File: config.mk
export PLATFORM = sky130hd
export DESIGN_NAME = mem_rr_scheduler_flat
export DESIGN_NICKNAME = d
export VERILOG_FILES = /design/src/rtl/mem_rr_scheduler_if.sv /design/src/rtl/mem_rr_scheduler.sv /design/src/flat_wrapper.sv
export SDC_FILE = /design/constraint.sdc
export NUM_CORES = 1
export LEC_CHECK = 0
export ABC_AREA = 1
export CORE_MARGIN = 2
export CORE_UTILIZATION = 45
export DETAILED_ROUTE_END_ITERATION = 8
export PLACE_DENSITY = 0.83
export SKIP_CTS_REPAIR_TIMING = 1
export SYNTH_ARGS = -nofsm -noshare
export SYNTH_HDL_FRONTEND = slang
export SYNTH_SLANG_ARGS = --single-unit
File: constraint.sdc
create_clock -name clk -period 2.5 [get_ports clk]
set_input_delay 0.25 -clock clk [delete_from_list [all_inputs] [get_ports clk]]
set_output_delay 0.25 -clock clk [all_outputs]
set_load 0.02 [all_outputs]
File: src/rtl/mem_rr_scheduler_if.sv
`default_nettype none
// ============================================================================
//  Module      : mem_rr_scheduler_if
//  Description : Requester, memory and response bundle of mem_rr_scheduler.
//  Revision    : 1.0 - initial release
// ============================================================================
interface mem_rr_scheduler_if #(
    parameter int WORD_SIZE = 4,
    parameter int NUM_REQ   = 4,
    parameter int ID_WIDTH  = 2
);
    logic [NUM_REQ-1:0]           req_valid;
    logic [NUM_REQ*WORD_SIZE-1:0] req_data;
    logic [NUM_REQ-1:0]           req_ready;
    logic [WORD_SIZE-1:0]         mem_data_in;
    logic [WORD_SIZE-1:0]         mem_data_out;
    logic                         rsp_valid;
    logic [ID_WIDTH-1:0]          rsp_id;
    logic [WORD_SIZE-1:0]         rsp_data;

    modport master (
        output req_valid, req_data, mem_data_out,
        input  req_ready, mem_data_in, rsp_valid, rsp_id, rsp_data
    );

    modport slave (
        input  req_valid, req_data, mem_data_out,
        output req_ready, mem_data_in, rsp_valid, rsp_id, rsp_data
    );
endinterface
`default_nettype wire

File: src/rtl/mem_rr_scheduler.sv
`default_nettype none
// ============================================================================
//  Module      : mem_rr_scheduler
//  Description : Round-robin, burst-bounded arbiter in front of a two-stage
//                registered memory, returning each word tagged with its ID.
//  Revision    : 1.0 - initial release
// ============================================================================
module mem_rr_scheduler #(
    parameter int WORD_SIZE = 4,
    parameter int NUM_REQ   = 4,
    parameter int ID_WIDTH  = 2,
    parameter int MAX_BURST = 2
) (
    input  wire logic         clk,
    input  wire logic         reset,
    mem_rr_scheduler_if.slave bus
);
    localparam int                c_CW        = $clog2(MAX_BURST + 1);
    localparam logic [c_CW-1:0]   c_CNT_ONE   = c_CW'(1);
    localparam logic [c_CW-1:0]   c_CNT_MAX   = c_CW'(MAX_BURST);
    localparam logic [ID_WIDTH-1:0] c_LAST_ID = ID_WIDTH'(NUM_REQ - 1);

    localparam logic [0:0] c_IDLE  = 1'b0;
    localparam logic [0:0] c_BURST = 1'b1;

    logic [0:0]          r_state, w_state_nxt;
    logic [ID_WIDTH-1:0] r_ptr, w_ptr_nxt;
    logic [ID_WIDTH-1:0] r_owner, w_owner_nxt;
    logic [c_CW-1:0]     r_count, w_count_nxt;

    logic [ID_WIDTH-1:0] w_scan_start;
    logic [ID_WIDTH-1:0] w_cand;
    logic                w_scan_hit;
    logic [ID_WIDTH-1:0] w_scan_id;
    logic                w_keep;
    logic                w_gnt;
    logic [ID_WIDTH-1:0] w_gnt_id;

    logic                r_tag1_valid, r_tag2_valid;
    logic [ID_WIDTH-1:0] r_tag1_id, r_tag2_id;

    // IDs wrap at NUM_REQ, which need not be a power of two
    function automatic logic [ID_WIDTH-1:0] f_next(input logic [ID_WIDTH-1:0] x);
        return (x == c_LAST_ID) ? '0 : x + 1'b1;
    endfunction

    function automatic logic [ID_WIDTH-1:0] f_wrap(input int x);
        return (x >= NUM_REQ) ? ID_WIDTH'(x - NUM_REQ) : ID_WIDTH'(x);
    endfunction

    always_comb begin
        w_scan_start = (r_state == c_BURST) ? f_next(r_owner) : r_ptr;
        w_scan_hit   = 1'b0;
        w_scan_id    = '0;
        w_cand       = '0;
        for (int i = 0; i < NUM_REQ; i++) begin
            w_cand = f_wrap(int'(w_scan_start) + i);
            if (!w_scan_hit && bus.req_valid[w_cand]) begin
                w_scan_hit = 1'b1;
                w_scan_id  = w_cand;
            end
        end
    end

    always_comb begin
        w_state_nxt = r_state;
        w_ptr_nxt   = r_ptr;
        w_owner_nxt = r_owner;
        w_count_nxt = r_count;
        w_gnt       = 1'b0;
        w_gnt_id    = '0;
        w_keep      = (r_state == c_BURST) && bus.req_valid[r_owner];
        // No grants are issued while the block is held in reset
        if (reset) begin
            if (w_keep) begin
                w_gnt    = 1'b1;
                w_gnt_id = r_owner;
                if (r_count + c_CNT_ONE == c_CNT_MAX) begin
                    w_ptr_nxt   = f_next(r_owner);
                    w_count_nxt = '0;
                    w_state_nxt = c_IDLE;
                end else begin
                    w_count_nxt = r_count + c_CNT_ONE;
                end
            end else if (w_scan_hit) begin
                w_gnt       = 1'b1;
                w_gnt_id    = w_scan_id;
                w_owner_nxt = w_scan_id;
                w_count_nxt = c_CNT_ONE;
                if (MAX_BURST == 1) begin
                    w_ptr_nxt   = f_next(w_scan_id);
                    w_state_nxt = c_IDLE;
                end else begin
                    w_state_nxt = c_BURST;
                end
            end else if (r_state == c_BURST) begin
                w_ptr_nxt   = f_next(r_owner);
                w_count_nxt = '0;
                w_state_nxt = c_IDLE;
            end
        end
    end

    always_ff @(posedge clk or negedge reset) begin
        if (!reset) begin
            r_state <= c_IDLE;
            r_ptr   <= '0;
            r_owner <= '0;
            r_count <= '0;
        end else begin
            r_state <= w_state_nxt;
            r_ptr   <= w_ptr_nxt;
            r_owner <= w_owner_nxt;
            r_count <= w_count_nxt;
        end
    end

    always_comb begin
        bus.req_ready   = '0;
        bus.mem_data_in = '0;
        if (w_gnt) begin
            bus.req_ready[w_gnt_id] = 1'b1;
            bus.mem_data_in         = bus.req_data[w_gnt_id*WORD_SIZE +: WORD_SIZE];
        end
    end

    // Two tag stages mirror the memory's capture/present latency
    always_ff @(posedge clk or negedge reset) begin
        if (!reset) begin
            r_tag1_valid <= 1'b0;
            r_tag1_id    <= '0;
            r_tag2_valid <= 1'b0;
            r_tag2_id    <= '0;
        end else begin
            r_tag1_valid <= w_gnt;
            r_tag1_id    <= w_gnt_id;
            r_tag2_valid <= r_tag1_valid;
            r_tag2_id    <= r_tag1_id;
        end
    end

    assign bus.rsp_valid = r_tag2_valid;
    assign bus.rsp_id    = r_tag2_id;
    assign bus.rsp_data  = bus.mem_data_out;
endmodule
`default_nettype wire
File: src/flat_wrapper.sv
// flat-port wrapper written by rule: the top's interface ports become plain ports
module mem_rr_scheduler_flat 
#(
    parameter int WORD_SIZE = 4,
    parameter int NUM_REQ   = 4,
    parameter int ID_WIDTH  = 2,
    parameter int MAX_BURST = 2
)
  (clk, reset, bus_req_valid, bus_req_data, bus_mem_data_out, bus_req_ready, bus_mem_data_in, bus_rsp_valid, bus_rsp_id, bus_rsp_data);
  mem_rr_scheduler_if #(.WORD_SIZE(WORD_SIZE), .NUM_REQ(NUM_REQ), .ID_WIDTH(ID_WIDTH)) bus_i ();
  input  wire logic clk;
  input  wire logic reset;
  input wire logic [$bits(bus_i.req_valid)-1:0] bus_req_valid;
  input wire logic [$bits(bus_i.req_data)-1:0] bus_req_data;
  input wire logic [$bits(bus_i.mem_data_out)-1:0] bus_mem_data_out;
  output wire logic [$bits(bus_i.req_ready)-1:0] bus_req_ready;
  output wire logic [$bits(bus_i.mem_data_in)-1:0] bus_mem_data_in;
  output wire logic [$bits(bus_i.rsp_valid)-1:0] bus_rsp_valid;
  output wire logic [$bits(bus_i.rsp_id)-1:0] bus_rsp_id;
  output wire logic [$bits(bus_i.rsp_data)-1:0] bus_rsp_data;
  assign bus_i.req_valid = bus_req_valid;
  assign bus_i.req_data = bus_req_data;
  assign bus_i.mem_data_out = bus_mem_data_out;
  assign bus_req_ready = bus_i.req_ready;
  assign bus_mem_data_in = bus_i.mem_data_in;
  assign bus_rsp_valid = bus_i.rsp_valid;
  assign bus_rsp_id = bus_i.rsp_id;
  assign bus_rsp_data = bus_i.rsp_data;
  mem_rr_scheduler #(.WORD_SIZE(WORD_SIZE), .NUM_REQ(NUM_REQ), .ID_WIDTH(ID_WIDTH), .MAX_BURST(MAX_BURST)) u_core (.clk(clk), .reset(reset), .bus(bus_i));
endmodule
Word-level counts from Yosys, hierarchy flattened
Index checks and enable logic that the tools add are counted.
W data, S select, Z words.
{ "classes": {"add_sub_neg": 9, "order_cmp": 11, "eq_ne": 4, "shift": 1, "muxes": 43, "bitwise": 1, "reduce_logical": 13} }
{ "op_table": {"columns": ["op", "n"], "rows": [
  ["$mux W2", 20],
  ["$lt A2 B3 Y1 const B", 6],
  ["$shiftx A16 B5 Y4", 1],
  ["$mux W1", 15],
  ["$bmux W1 S2", 5],
  ["$ge A3 B3 Y1 const B", 3],
  ["$mux W4", 2],
  ["$sub A2 B1 Y2 const B", 4],
  ["$add A2 B2 Y3 const B", 2],
  ["$reduce_and A3 Y1", 2],
  ["$logic_and A1 B1 Y1", 5],
  ["$add A2 B1 Y2 const B", 2],
  ["$eq A2 B2 Y1 const B", 2],
  ["$ne A2 B2 Y1 const B", 2],
  ["$reduce_and A2 Y1", 2],
  ["$add A2 B1 Y3 const B", 1],
  ["$ge A2 B3 Y1 const B", 1],
  ["$logic_not A1 Y1", 3],
  ["$reduce_bool A3 Y1", 1],
  ["$demux W1 S2", 1],
  ["$ge A2 B1 Y1 const B", 1],
  ["$not A1 Y1", 1]
]} }
{ "word_totals": {"ff_bits": 13, "in_bits": 26, "out_inout_bits": 15, "wordCells": 90} }

Longest topological paths before layout
{ "depth": {"depth_word": 25, "depth_mapped": 20, "mapped_depth_nobuf": 19} }

Least setup slack after synthesis
Ideal clock, no wire load.
{ "synth_timing": {"kind": "register to output", "from": "reg u_core.r_owner[0]", "to": "out bus_req_ready[0]", "arrival_ns": 2.192, "t_required_ns": 2.250, "setup_slack_ns": 0.058, "path_stages_with_launch": 17, "path_buffers": 0, "path_cell_list": "dfrtp_1 -> ha_1 -> inv_1 -> nand2_1 -> nand2_2 -> nand3_2 -> nand2_2 -> nand2_2 -> nand2_4 -> nor2_1 -> nor2_1 -> nand2_1 -> nand2_2 -> nand2_4 -> nand3_4 -> inv_1 -> nor3_1"} }
{ "synth_between": {"elab_chain_len": 25, "elab_cells_between_ends": 56, "cone_classes": "add/sub: 8; order compare: 6; eq/ne: 1; mux: 33; reduce/logical: 8"} }
{ "synth_rtl": {"columns": ["element", "line", "rtl"], "rows": [
  ["start: declaration", "mem_rr_scheduler.sv:28", "logic [ID_WIDTH-1:0] r_owner, w_owner_nxt;"],
  ["start signal: assignment", "mem_rr_scheduler.sv:113", "r_owner <= w_owner_nxt;"],
  ["branches (longest 18 deep; another with $add A2 B1 Y3)", null, null],
  ["$mux W2 (*)", "mem_rr_scheduler.sv:75", "if (w_keep) begin"],
  ["$mux W2 (*)", "mem_rr_scheduler.sv:74", "if (reset) begin"],
  ["net u_core.w_gnt_id[0]", "mem_rr_scheduler.sv:37", "logic [ID_WIDTH-1:0] w_gnt_id;"],
  ["$lt A2 B3 Y1 (not written as such) or $ge A2 B1 Y1 (tied branches)", "mem_rr_scheduler.sv:122", "bus.req_ready[w_gnt_id] = 1'b1;"],
  ["$logic_and A1 B1 Y1 (not written as such)", "mem_rr_scheduler.sv:122", null],
  ["$mux W1 (not written as such)", "mem_rr_scheduler.sv:122", null],
  ["$demux W1 S2 (*)", null, null],
  ["$mux W4 (*)", "mem_rr_scheduler.sv:121", "if (w_gnt) begin"],
  ["end: declaration", "flat_wrapper.sv:16", "output wire logic [$bits(bus_i.req_ready)-1:0] bus_req_ready;"]
]} }
Mark *: on every way through the listed nets, which the timed path passes. The select of a mux whose other input is x is not followed.

Final worst setup path
{ "layout_timing": {"from": "reg u_core.r_owner[0]", "to": "out bus_mem_data_in[3]"} }
{ "layout_between": {"elab_chain_len": 22, "elab_cells_between_ends": 52, "cone_classes": "add/sub: 8; order compare: 4; eq/ne: 1; shift: 1; mux: 31; reduce/logical: 7"} }
{ "layout_rtl": {"columns": ["element", "line", "rtl"], "rows": [
  ["branches (longest 18 deep; another with $add A2 B1 Y3)", null, null],
  ["$mux W2 (*)", "mem_rr_scheduler.sv:75", null],
  ["$mux W2 (*)", "mem_rr_scheduler.sv:74", null],
  ["net u_core.w_gnt_id[1]", "mem_rr_scheduler.sv:37", null],
  ["$shiftx A16 B5 Y4 (*)", "mem_rr_scheduler.sv:123", "bus.mem_data_in = bus.req_data[w_gnt_id*WORD_SIZE +: WORD_SIZE];"],
  ["$mux W4 (*)", "mem_rr_scheduler.sv:121", null],
  ["end: declaration", "flat_wrapper.sv:17", "output wire logic [$bits(bus_i.mem_data_in)-1:0] bus_mem_data_in;"]
]} }
Marked as above.

==> summary.md <==
The flow ran to the end, but the final reports show violations. The final reports fail on negative setup slack. The count of nets left with antenna violations after detail routing is 0, and the count of mapped cells out of synthesis is 187.

For this run, the number of Yosys warnings is 0. The cell count after placement was 265; the peak fanout along the critical path was 10. The share of the core filled with cells in the final layout was 70.66%; the worst setup skew after layout was 0.005983 ns.

The final worst-path setup slack was -0.3647 ns; the clock slew at the register clock pins of the worst setup and hold paths was 0.10 ns. The number of max-slew violations in the final report was 0. The remaining max-slew budget at the tightest pin is 84.18%, and the fmax is 0.3491 GHz. Global-route wire length before repair: 5830 um. The endpoint class of the critical path is an output port. Sequential cells were found to cover 25.42% of the synthesized design area. The H-tree depth reported by CTS is 1, and the final count of negative-setup-slack endpoints is 8.

In this run the standard cell core region covers 0.002734 mm2. The slew at the pin with the worst max-slew slack was 0.2348 ns; the final instance area was 0.001932 mm2. Once placement finished, the instance area stood at 0.001755 mm2. In the finished design, the share of the clock period the worst path needs comes to 114.6%. For the number of DRC violations after detailed-routing iteration 0, the log shows 77. For this configuration, the core starts out at a cell density of 46.82%. The mean post-synth cell area is 6.845 um2, and the number of antenna violations at the first check in global routing is 0. The cell depth of the worst flop-to-flop path was 15; the number of DRC violations after detailed routing was 0. Summed over all layers, the global routing overflow is 0.

Worst min-delay path class: in -> async. In the final routed layout, each cell accounts on average for 13.74 um. The run gives 1,358 as the via count of the first global-routing pass.

In the layout the commonest cells are sky130_fd_sc_hd__buf_4, sky130_fd_sc_hd__nand2_1, sky130_fd_sc_hd__nand3_1, sky130_fd_sc_hd__clkdlybuf4s50_1, sky130_fd_sc_hd__nand2_2. The run gives 3 as the number of buffers inserted during clock tree synthesis. The die height is 57.33 um. The required time of the critical path was 2.25 ns; the final antenna diode count was 0.

The fraction of layout cells with a size suffix above 1 works out to 39.76%. The number of fill cells in the layout was 201. The horizontal extent of the die was 57.33 um; the maximum count of clock buffers along a single path was 2. The minimum period implied by the final worst setup slack came out at 2.865 ns.

TritonCTS built the clock tree. The final RePlAce weighted congestion is 0.9143. The tools report the cell row count as 19. The full die area is 0.003287 mm2, and the aggregate global-route resource usage is 22.26%. The cell sitting at the root of the clock tree is a sky130_fd_sc_hd__clkbuf_4. The tools report the overall routed net length as 3846 um. The number of nets in the finished design came out at 277. For the number of hold violations in the final report, the log shows 0. The ratio of routed vias to standard cells is 5.243, and the synthesized netlist net count is 214. For this design the top-level I/O count stands at 41.

The clock latency of the later-clocked register in the worst-skew pair is 0.29 ns, and the arrival time of the worst setup path is 2.61 ns. Relative to the synthesized area, the layout overhead comes to 50.93%. During placement, the flow inserted port buffers numbering 32. The estimated wirelength of the detail-placed design was 2731 um.

The tightest hold path in the finished design has a slack of 0.3480 ns. The flip-flop and latch count after synthesis came out at 13. Setup repair after global routing could not meet its margin everywhere. Entering global routing, the biggest net connects 17 pins.

The kind of critical path was reg -> out. The run gives 13 as the CTS sink count. The logs give 24 for the number of distinct standard cells referenced by the synthesized netlist and 0 for the number of maximum-capacitance constraint violations.

The post-route non-filler standard cell count is 280, and the post-synthesis instance area is 0.001280 mm2. Most frequent standard cell in the layout excluding fill and tap cells: sky130_fd_sc_hd__buf_4. For this run, the detailed router's first-pass iteration total came to 4. The routed layout has 1,468 vias.

STA classifies the critical path startpoint as a flop.
==> critical path: stages (launching register included) <==
cell	delay, ns
sky130_fd_sc_hd__dfrtp_1	0.39
sky130_fd_sc_hd__ha_2	0.20
sky130_fd_sc_hd__nor2_2	0.10
sky130_fd_sc_hd__nand2_2	0.10
sky130_fd_sc_hd__nand2_4	0.14
sky130_fd_sc_hd__nand2_1	0.08
sky130_fd_sc_hd__nand2_2	0.08
sky130_fd_sc_hd__nand2_2	0.06
sky130_fd_sc_hd__nand2_4	0.10
sky130_fd_sc_hd__nand4_1	0.15
sky130_fd_sc_hd__nand3_2	0.14
sky130_fd_sc_hd__nand2_4	0.10
sky130_fd_sc_hd__nor2_8	0.14
sky130_fd_sc_hd__nand3_1	0.08
sky130_fd_sc_hd__nand2_1	0.08
sky130_fd_sc_hd__nor2_1	0.05
sky130_fd_sc_hd__nor2_1	0.15
sky130_fd_sc_hd__buf_4	0.17
==> final timing paths <==
path	startpoint	end	slack, ns
worst max-delay path	u_core.r_owner[0]	bus_mem_data_in[3]	-0.36
max in group asynchronous	reset	u_core.r_state	1.98
worst min register to register	u_core.r_tag1_id[0]	u_core.bus.rsp_id[0]	0.36
worst min-delay path	reset	u_core.r_tag1_valid	0.35
min in group clk	u_core.r_tag1_id[0]	u_core.bus.rsp_id[0]	0.36
worst max register to register	u_core.r_owner[0]	u_core.r_ptr[0]	0.21
==> cell type report <==
class / count / area (um2) / share of cell area [%]
clock buffers: 3 / 22.52 / 1.166
clock inverters: 1 / 5.005 / 0.2591
well taps: 31 / 38.79 / 2.008
inverters: 21 / 78.83 / 4.080
multi-input cells: 146 / 882.1 / 45.66
repair buffers: 65 / 578.1 / 29.92
flip-flops and latches: 13 / 326.6 / 16.90
==> stage by stage <==
stage	setup slack, ns	setup TNS, ns
2_1_floorplan	0.05761	0
3_3_place_gp	-0.4127	-2.868
3_5_place_dp	-0.4851	-3.260
4_1_cts	-0.8238	-5.951
5_1_grt	-0.5268	-3.611
6_report	-0.3647	-1.871
==> logic make-up after synthesis <==
family	share of synthesized area (%)
AND/OR/NAND/NOR	55.03
buffers and inverters	11.53
AO/OA/AOI/OAI	5.278
flip-flops	25.42
multiplexers	1.759
adder cells (fa/ha/maj)	0.9774
==> Yosys cell counts <==
master	instances	area share [%]
sky130_fd_sc_hd__buf_4	4	2.3
sky130_fd_sc_hd__or2_2	1	0.49
sky130_fd_sc_hd__nand3_1	27	11
sky130_fd_sc_hd__a22oi_1	1	0.59
sky130_fd_sc_hd__dfrtp_1	13	25
sky130_fd_sc_hd__buf_2	1	0.39
sky130_fd_sc_hd__buf_6	3	2.6
sky130_fd_sc_hd__nand4_1	10	4.9
sky130_fd_sc_hd__nand3_4	1	1.4
sky130_fd_sc_hd__ha_1	1	0.98
sky130_fd_sc_hd__o21ai_0	7	2.7
sky130_fd_sc_hd__nand2_2	17	8.3
sky130_fd_sc_hd__nand2_1	42	12
sky130_fd_sc_hd__nor2_8	1	1.6
sky130_fd_sc_hd__nor3_1	1	0.39
sky130_fd_sc_hd__nor2_1	17	5.0
sky130_fd_sc_hd__mux2_2	2	1.8
sky130_fd_sc_hd__nand3_2	4	3.1
sky130_fd_sc_hd__nand2_4	6	5.3
sky130_fd_sc_hd__a21oi_1	4	1.6
sky130_fd_sc_hd__inv_2	2	0.59
sky130_fd_sc_hd__nor2_4	2	1.8
sky130_fd_sc_hd__inv_1	19	5.6
sky130_fd_sc_hd__o21ai_1	1	0.39
==> per-layer routing <==
metal	up-vias	wire length (um)	GRT usage, %
li1	735	-	-
met1	681	1591	28.63
met2	44	1994	37.93
met3	8	209	5.442
met4	0	51	4.983
met5	-	0	0
==> sequential cells by signal, indices dropped and copies added (netlist names) <==
signal	flops
u_core.bus.rsp_id	2
u_core.r_count	2
u_core.r_owner	2
u_core.r_ptr	2
u_core.r_tag1_id	2
u_core.bus.rsp_valid	1
u_core.r_state	1
u_core.r_tag1_valid	1
Power is left out: the tool's default activity adds up to more than one toggle a clock period on the data nets, which glitch-free logic cannot reach.
